==> src/rtl/gate_reducer_pkg.sv <==
// +-------------------------------------------------------------------------+
// | gate_reducer_pkg : shared types and helpers for the N-ary gate reducer  |
// | Revision 1.0                                                            |
// +-------------------------------------------------------------------------+
`default_nettype none

package gate_reducer_pkg;

  typedef enum logic [2:0] {
    OP_AND  = 3'd0,
    OP_OR   = 3'd1,
    OP_XOR  = 3'd2,
    OP_NAND = 3'd3,
    OP_NOR  = 3'd4,
    OP_XNOR = 3'd5
  } op_e;

  typedef enum logic [1:0] {
    IDLE  = 2'd0,
    ACCUM = 2'd1,
    HOLD  = 2'd2
  } state_e;

  localparam logic [2:0] OP_CODE_MAX = 3'd5;

  function automatic logic is_legal(input logic [2:0] code);
    return code <= OP_CODE_MAX;
  endfunction

  // Explicit decode keeps illegal codes from ever being cast into op_e.
  function automatic op_e to_op(input logic [2:0] code);
    op_e op;
    case (code)
      3'd1:    op = OP_OR;
      3'd2:    op = OP_XOR;
      3'd3:    op = OP_NAND;
      3'd4:    op = OP_NOR;
      3'd5:    op = OP_XNOR;
      default: op = OP_AND;
    endcase
    return op;
  endfunction

  function automatic logic is_inverted(input op_e op);
    return (op == OP_NAND) || (op == OP_NOR) || (op == OP_XNOR);
  endfunction

  function automatic op_e base_op(input op_e op);
    op_e b;
    case (op)
      OP_OR, OP_NOR:   b = OP_OR;
      OP_XOR, OP_XNOR: b = OP_XOR;
      default:         b = OP_AND;
    endcase
    return b;
  endfunction

endpackage

`default_nettype wire

==> src/rtl/gate_fold_lane.sv <==
// +-------------------------------------------------------------------------+
// | gate_fold_lane : combinational WIDTH-bit AND/OR/XOR combiner            |
// | Revision 1.0                                                            |
// +-------------------------------------------------------------------------+
`default_nettype none

module gate_fold_lane
  import gate_reducer_pkg::*;
#(
  parameter int WIDTH = 8
) (
  input  logic [2:0]       op_i,
  input  logic [WIDTH-1:0] a_i,
  input  logic [WIDTH-1:0] b_i,
  output logic [WIDTH-1:0] y_o
);

  always_comb begin
    y_o = a_i & b_i;
    case (op_i)
      OP_OR:   y_o = a_i | b_i;
      OP_XOR:  y_o = a_i ^ b_i;
      default: y_o = a_i & b_i;
    endcase
  end

endmodule

`default_nettype wire

==> src/rtl/nary_gate_reducer.sv <==
// +-------------------------------------------------------------------------+
// | nary_gate_reducer : streams operands in and folds them under one gate   |
// | function, presenting one registered result per transaction.            |
// | Revision 1.0                                                            |
// +-------------------------------------------------------------------------+
`default_nettype none

module nary_gate_reducer
  import gate_reducer_pkg::*;
#(
  parameter int WIDTH   = 8,
  parameter int MAX_OPS = 16,
  parameter int CNT_W   = $clog2(MAX_OPS + 1)
) (
  input  logic             clk,
  input  logic             rst_n,
  input  logic             in_valid,
  output logic             in_ready,
  input  logic [WIDTH-1:0] in_data,
  input  logic [2:0]       in_op,
  input  logic             in_last,
  output logic             out_valid,
  input  logic             out_ready,
  output logic [WIDTH-1:0] out_data,
  output logic [CNT_W-1:0] out_count,
  output logic             out_err
);

  state_e           state_q, state_d;
  logic [WIDTH-1:0] acc_q, acc_d;
  op_e              op_q, op_d;
  logic             illegal_q, illegal_d;
  logic             ovf_q, ovf_d;
  logic [CNT_W-1:0] cnt_q, cnt_d;
  logic [WIDTH-1:0] out_data_q, out_data_d;
  logic [CNT_W-1:0] out_count_q, out_count_d;
  logic             out_err_q, out_err_d;

  logic             beat;
  logic             first;
  logic             cnt_sat;
  op_e              eff_op;
  logic             eff_illegal;
  logic             eff_ovf;
  logic [CNT_W-1:0] eff_cnt;
  logic [WIDTH-1:0] fold_y;
  logic [WIDTH-1:0] eff_acc;
  logic [WIDTH-1:0] result;

  assign in_ready  = (state_q != HOLD);
  assign out_valid = (state_q == HOLD);
  assign out_data  = out_data_q;
  assign out_count = out_count_q;
  assign out_err   = out_err_q;

  assign beat    = in_valid & in_ready;
  assign first   = (state_q == IDLE);
  assign cnt_sat = (cnt_q == CNT_W'(MAX_OPS));

  // in_op only matters on the opening beat of a transaction.
  assign eff_op      = first ? to_op(in_op) : op_q;
  assign eff_illegal = first ? ~is_legal(in_op) : illegal_q;
  assign eff_ovf     = first ? 1'b0 : (ovf_q | cnt_sat);
  assign eff_cnt     = first ? CNT_W'(1) : (cnt_sat ? cnt_q : cnt_q + CNT_W'(1));

  gate_fold_lane #(
    .WIDTH (WIDTH)
  ) u_fold (
    .op_i (base_op(op_q)),
    .a_i  (acc_q),
    .b_i  (in_data),
    .y_o  (fold_y)
  );

  assign eff_acc = first ? in_data : fold_y;

  // Inversion is applied once to the completed fold, never per beat.
  assign result = eff_illegal ? '0 : (is_inverted(eff_op) ? ~eff_acc : eff_acc);

  always_comb begin
    state_d     = state_q;
    acc_d       = acc_q;
    op_d        = op_q;
    illegal_d   = illegal_q;
    ovf_d       = ovf_q;
    cnt_d       = cnt_q;
    out_data_d  = out_data_q;
    out_count_d = out_count_q;
    out_err_d   = out_err_q;
    case (state_q)
      IDLE, ACCUM: begin
        if (beat) begin
          acc_d     = eff_acc;
          op_d      = eff_op;
          illegal_d = eff_illegal;
          ovf_d     = eff_ovf;
          cnt_d     = eff_cnt;
          if (in_last) begin
            state_d     = HOLD;
            out_data_d  = result;
            out_count_d = eff_cnt;
            out_err_d   = eff_illegal | eff_ovf;
          end else begin
            state_d = ACCUM;
          end
        end
      end
      HOLD: begin
        if (out_ready) begin
          state_d   = IDLE;
          cnt_d     = '0;
          ovf_d     = 1'b0;
          illegal_d = 1'b0;
        end
      end
      default: state_d = IDLE;
    endcase
  end

  always_ff @(posedge clk or negedge rst_n) begin
    if (!rst_n) begin
      state_q     <= IDLE;
      acc_q       <= '0;
      op_q        <= OP_AND;
      illegal_q   <= 1'b0;
      ovf_q       <= 1'b0;
      cnt_q       <= '0;
      out_data_q  <= '0;
      out_count_q <= '0;
      out_err_q   <= 1'b0;
    end else begin
      state_q     <= state_d;
      acc_q       <= acc_d;
      op_q        <= op_d;
      illegal_q   <= illegal_d;
      ovf_q       <= ovf_d;
      cnt_q       <= cnt_d;
      out_data_q  <= out_data_d;
      out_count_q <= out_count_d;
      out_err_q   <= out_err_d;
    end
  end

endmodule

`default_nettype wire

==> config.mk <==
export PLATFORM = sky130hd
export DESIGN_NAME = nary_gate_reducer
export DESIGN_NICKNAME = d
export VERILOG_FILES = /design/src/rtl/gate_reducer_pkg.sv /design/src/rtl/gate_fold_lane.sv /design/src/rtl/nary_gate_reducer.sv
export SDC_FILE = /design/constraint.sdc
export NUM_CORES = 1
export LEC_CHECK = 0
export ABC_AREA = 1
export CAP_MARGIN = 20
export CORE_MARGIN = 2
export CORE_UTILIZATION = 50
export CTS_CLUSTER_DIAMETER = 30
export DETAILED_ROUTE_END_ITERATION = 12
export HOLD_SLACK_MARGIN = 0.12
export PLACE_DENSITY_LB_ADDON = 0.15
export SLEW_MARGIN = 20
export SYNTH_ARGS = -nofsm -noshare
export SYNTH_HDL_FRONTEND = slang
export SYNTH_SLANG_ARGS = --single-unit
==> constraint.sdc <==
create_clock -name clk -period 2.74 [get_ports clk]
set_input_delay 0.548 -clock clk [delete_from_list [all_inputs] [get_ports clk]]
set_output_delay 0.548 -clock clk [all_outputs]
set_load 0.05 [all_outputs]
==> metrics.md <==
| Metric | Value |
|---|---|
| GR Util All Layers | `0.206` |
| Core ar. | `between 4000 and 5000 sq um` |
| DP Wirelength | `about 3500 um` |
| Crit path largest cell delay | `860 ps` |
| Unrepaired setup endpoints after global routing | `no` |
| Pwr/cell area | `approximately 840 nW/um^2` |
| Via count | `1,987` |
| Top Ports | `32` |
| Vias per cell | `4.89` |
| Ys flop type | `dfrtp_1` |
| Nets | `392` |
| Post-Syn Instances | `321` |
| Fin crit period | `roughly 2400 ps` |
| Storage cell area | `around 850 sq um` |
| Final Hold Vio Count | `0` |
| Placed instance area | `between 2000 and 3000 sq um` |
| Class of the worst hold path | `reg2reg` |
| Critical Path, Cell by Cell | `inv_2 > nor2_1 > clkdlybuf4s50_1` |
| Leakage | `around 1.5 nW` |
| WL/cell | `11.7 um` |
| #FFs+latches synth | `34` |
| Max clock buf depth | `2` |
| Total chip power | `roughly 2.3 mW` |
| # DRC | `0` |
| Post-synth top area cell | `dfrtp_1` |
| Vias in the first global route | `between 1,500 and 2,000` |
| Setup bufs post-CTS | `0` |
| Final worst setup slack | `292 ps` |
| Initial Utilization | `0.523` |
| CTS Sinks | `34` |
| Crit-path slowest cell | `clkdlybuf4s50_1` |
| Status | `finished, final reports clean` |
| DRT antenna net count | `0` |
| Root buffer cell | `clkbuf_8` |
| First-pass GRT wire length | `8260 um` |
| Area grow syn2layout | `19.4%` |
| Post-Syn Area per Cell | `slightly above 7 sq um` |
| H-tree depth | `2` |
| Cell with the most instances after synthesis | `nand2_1` |
| Ys Warns | `0` |
| Crit. End Element | `output pin` |
| Place WS | `439 ps` |
| Die Width | `71.7 um` |
| Post-Route WL | `4740 um` |
| Critical Path AT | `1900 ps` |
| Max-cap viol count | `0` |
| Die Span Y | `71.7 um` |
| # fillers | `between 400 and 500` |
| Setup tns final | `0 ps` |
| Initial antenna violation count | `0` |
| Slew Limit Fails | `0` |
| CP max FO | `4` |
| Commonest cells post-synth | `nand2_1, inv_1, dfrtp_1` |
| Placed Instances | `398` |
| Cts bufs inserted | `5` |
| FF-to-FF setup slack | `640 ps` |
| Final period util | `0.894` |
| Final core occ | `0.624` |
| Drt first pass iters | `4` |
| Area of the multi-input gates | `approximately 1200 sq um` |
| Peak VDD IR | `403 uV` |
| Resize count post-CTS | `0` |
| Share of layout cells above drive strength 1 | `0.0678` |
| Post-Syn Area | `2290 sq um` |
| Syn nets | `360` |
| Slew HR | `0.656` |
| # rows | `24` |
| Largest net degree at the start of global routing | `35` |
| GPL Wtd Cong | `0.776` |
| # setup viols final | `0` |
| Post-route cell area | `2740 sq um` |
| Die area | `5140 sq um` |
| Post-synthesis sequential area ratio | `0.371` |
| # port buffers | `31` |
| 1st-iter DRT viols | `105` |
| Critical path type | `reg2out` |
| Synth top area cells | `dfrtp_1, nand2_1, ha_1, inv_1, nand3_1` |
| Post-synth EDFFs | `0` |
| Skew final | `7.99 ps` |
| CTS tree | `done` |
| F_max | `approximately 0.41 GHz` |
| Actual slew at the worst max-slew pin | `515 ps` |
| Clock latency on the worst-skew pair | `290 ps` |
| Startpoint Class | `register` |
| Ys async rst share | `1.00` |
| Worst-path clk slew | `80 ps` |
| Post-synth cell types | `28` |
| Synth top area share | `0.371` |
| Final hold slack | `a little under 500 ps` |
| Remaining Overflow, GRT | `0` |
| Worst Path Required | `2190 ps` |
| Hold-fix buffers, CTS | `0` |
| Diode count | `0` |
| Non-filler cells, final | `406` |
cells in the final DEF, fill, tap and decap left out, types with 2 or more instances in the layout:
cell type        instances
ha_1                    23
clkdlybuf4s50_1         31
nor2_1                   9
a21oi_1                  8
dfrtp_1                 34
nand2_4                  3
nand2_2                  2
inv_1                   52
xor2_1                   2
o21ai_0                 16
clkbuf_8                 6
o22ai_1                  4
inv_2                    3
nand3_1                 22
nand2_1                122
buf_4                    2
a31oi_1                  2
worst paths after layout:
| path | startpoint | end | cells after the start |
|---|---|---|---|
| worst max-delay path | state_q[1] | out_valid | 3 |
| worst min-delay path | out_data[5] | out_data[5] | 2 |
| worst max register to register | op_q[2] | out_data[3] | 11 |
| min in group asynchronous | rst_n | out_data[2] | 2 |
| max in group asynchronous | rst_n | ovf_q | 2 |
| worst min register to register | out_data[5] | out_data[5] | 2 |
layer usage:
| layer | GRT usage | vias to the layer above | routed length (um) |
|---|---|---|---|
| met1 | 0.265 | 893 | 2310 |
| met3 | 0.0338 | 7 | 185 |
| li1 | - | 1048 | - |
| met5 | 0 | - | 0 |
| met4 | 0.0734 | 0 | 68 |
| met2 | 0.349 | 39 | 2180 |
area by class of cell:
| type | instances | area share |
|---|---|---|
| clock buffer | 6 | 0.0302 |
| clock inverter | 2 | 0.00457 |
| inverter | 55 | 0.0754 |
| multi-input combinational | 224 | 0.436 |
| sequential | 34 | 0.311 |
| tap | 52 | 0.0238 |
| timing repair buffer | 33 | 0.119 |
cell families (layout without fill, tap and decap cells):
| group | Yosys count | count (layout) | synth area share |
|---|---|---|---|
| fa+ha+maj | 23 | 23 | 0.125 |
| simple gates | 164 | 164 | 0.302 |
| compound gates | 35 | 35 | 0.0857 |
| xor+xnor | 2 | 2 | 0.00764 |
| flops | 34 | 34 | 0.371 |
| buf+inv | 63 | 96 | 0.108 |
sequential cells by signal, indices dropped and copies added, names as in the netlist:
| signal | count |
|---|---|
| illegal_q | 1 |
| ovf_q | 1 |
| op_q | 3 |
| cnt_q | 5 |
| state_q | 2 |
| out_data | 8 |
| acc_q | 8 |
| out_err | 1 |
| out_count | 5 |
where the power goes:
| group | switching [mW] | total, mW | internal [mW] | leakage [nW] |
|---|---|---|---|---|
| registers | 0.0964 | 0.736 | 0.639 | 0.434 |
| clock network | 0.192 | 0.394 | 0.202 | 0.0472 |
| logic | 0.781 | 1.18 | 0.395 | 1.03 |
| total | 1.07 | 2.31 | 1.24 | 1.51 |
worst max-delay path: cells and delay by family, from the launching register on:
family | cells | cell delay, ps
buf+inv | 2 | 950
flops | 1 | 440
simple gates | 1 | 220
Note: power is estimated with default switching activity, not from simulation.
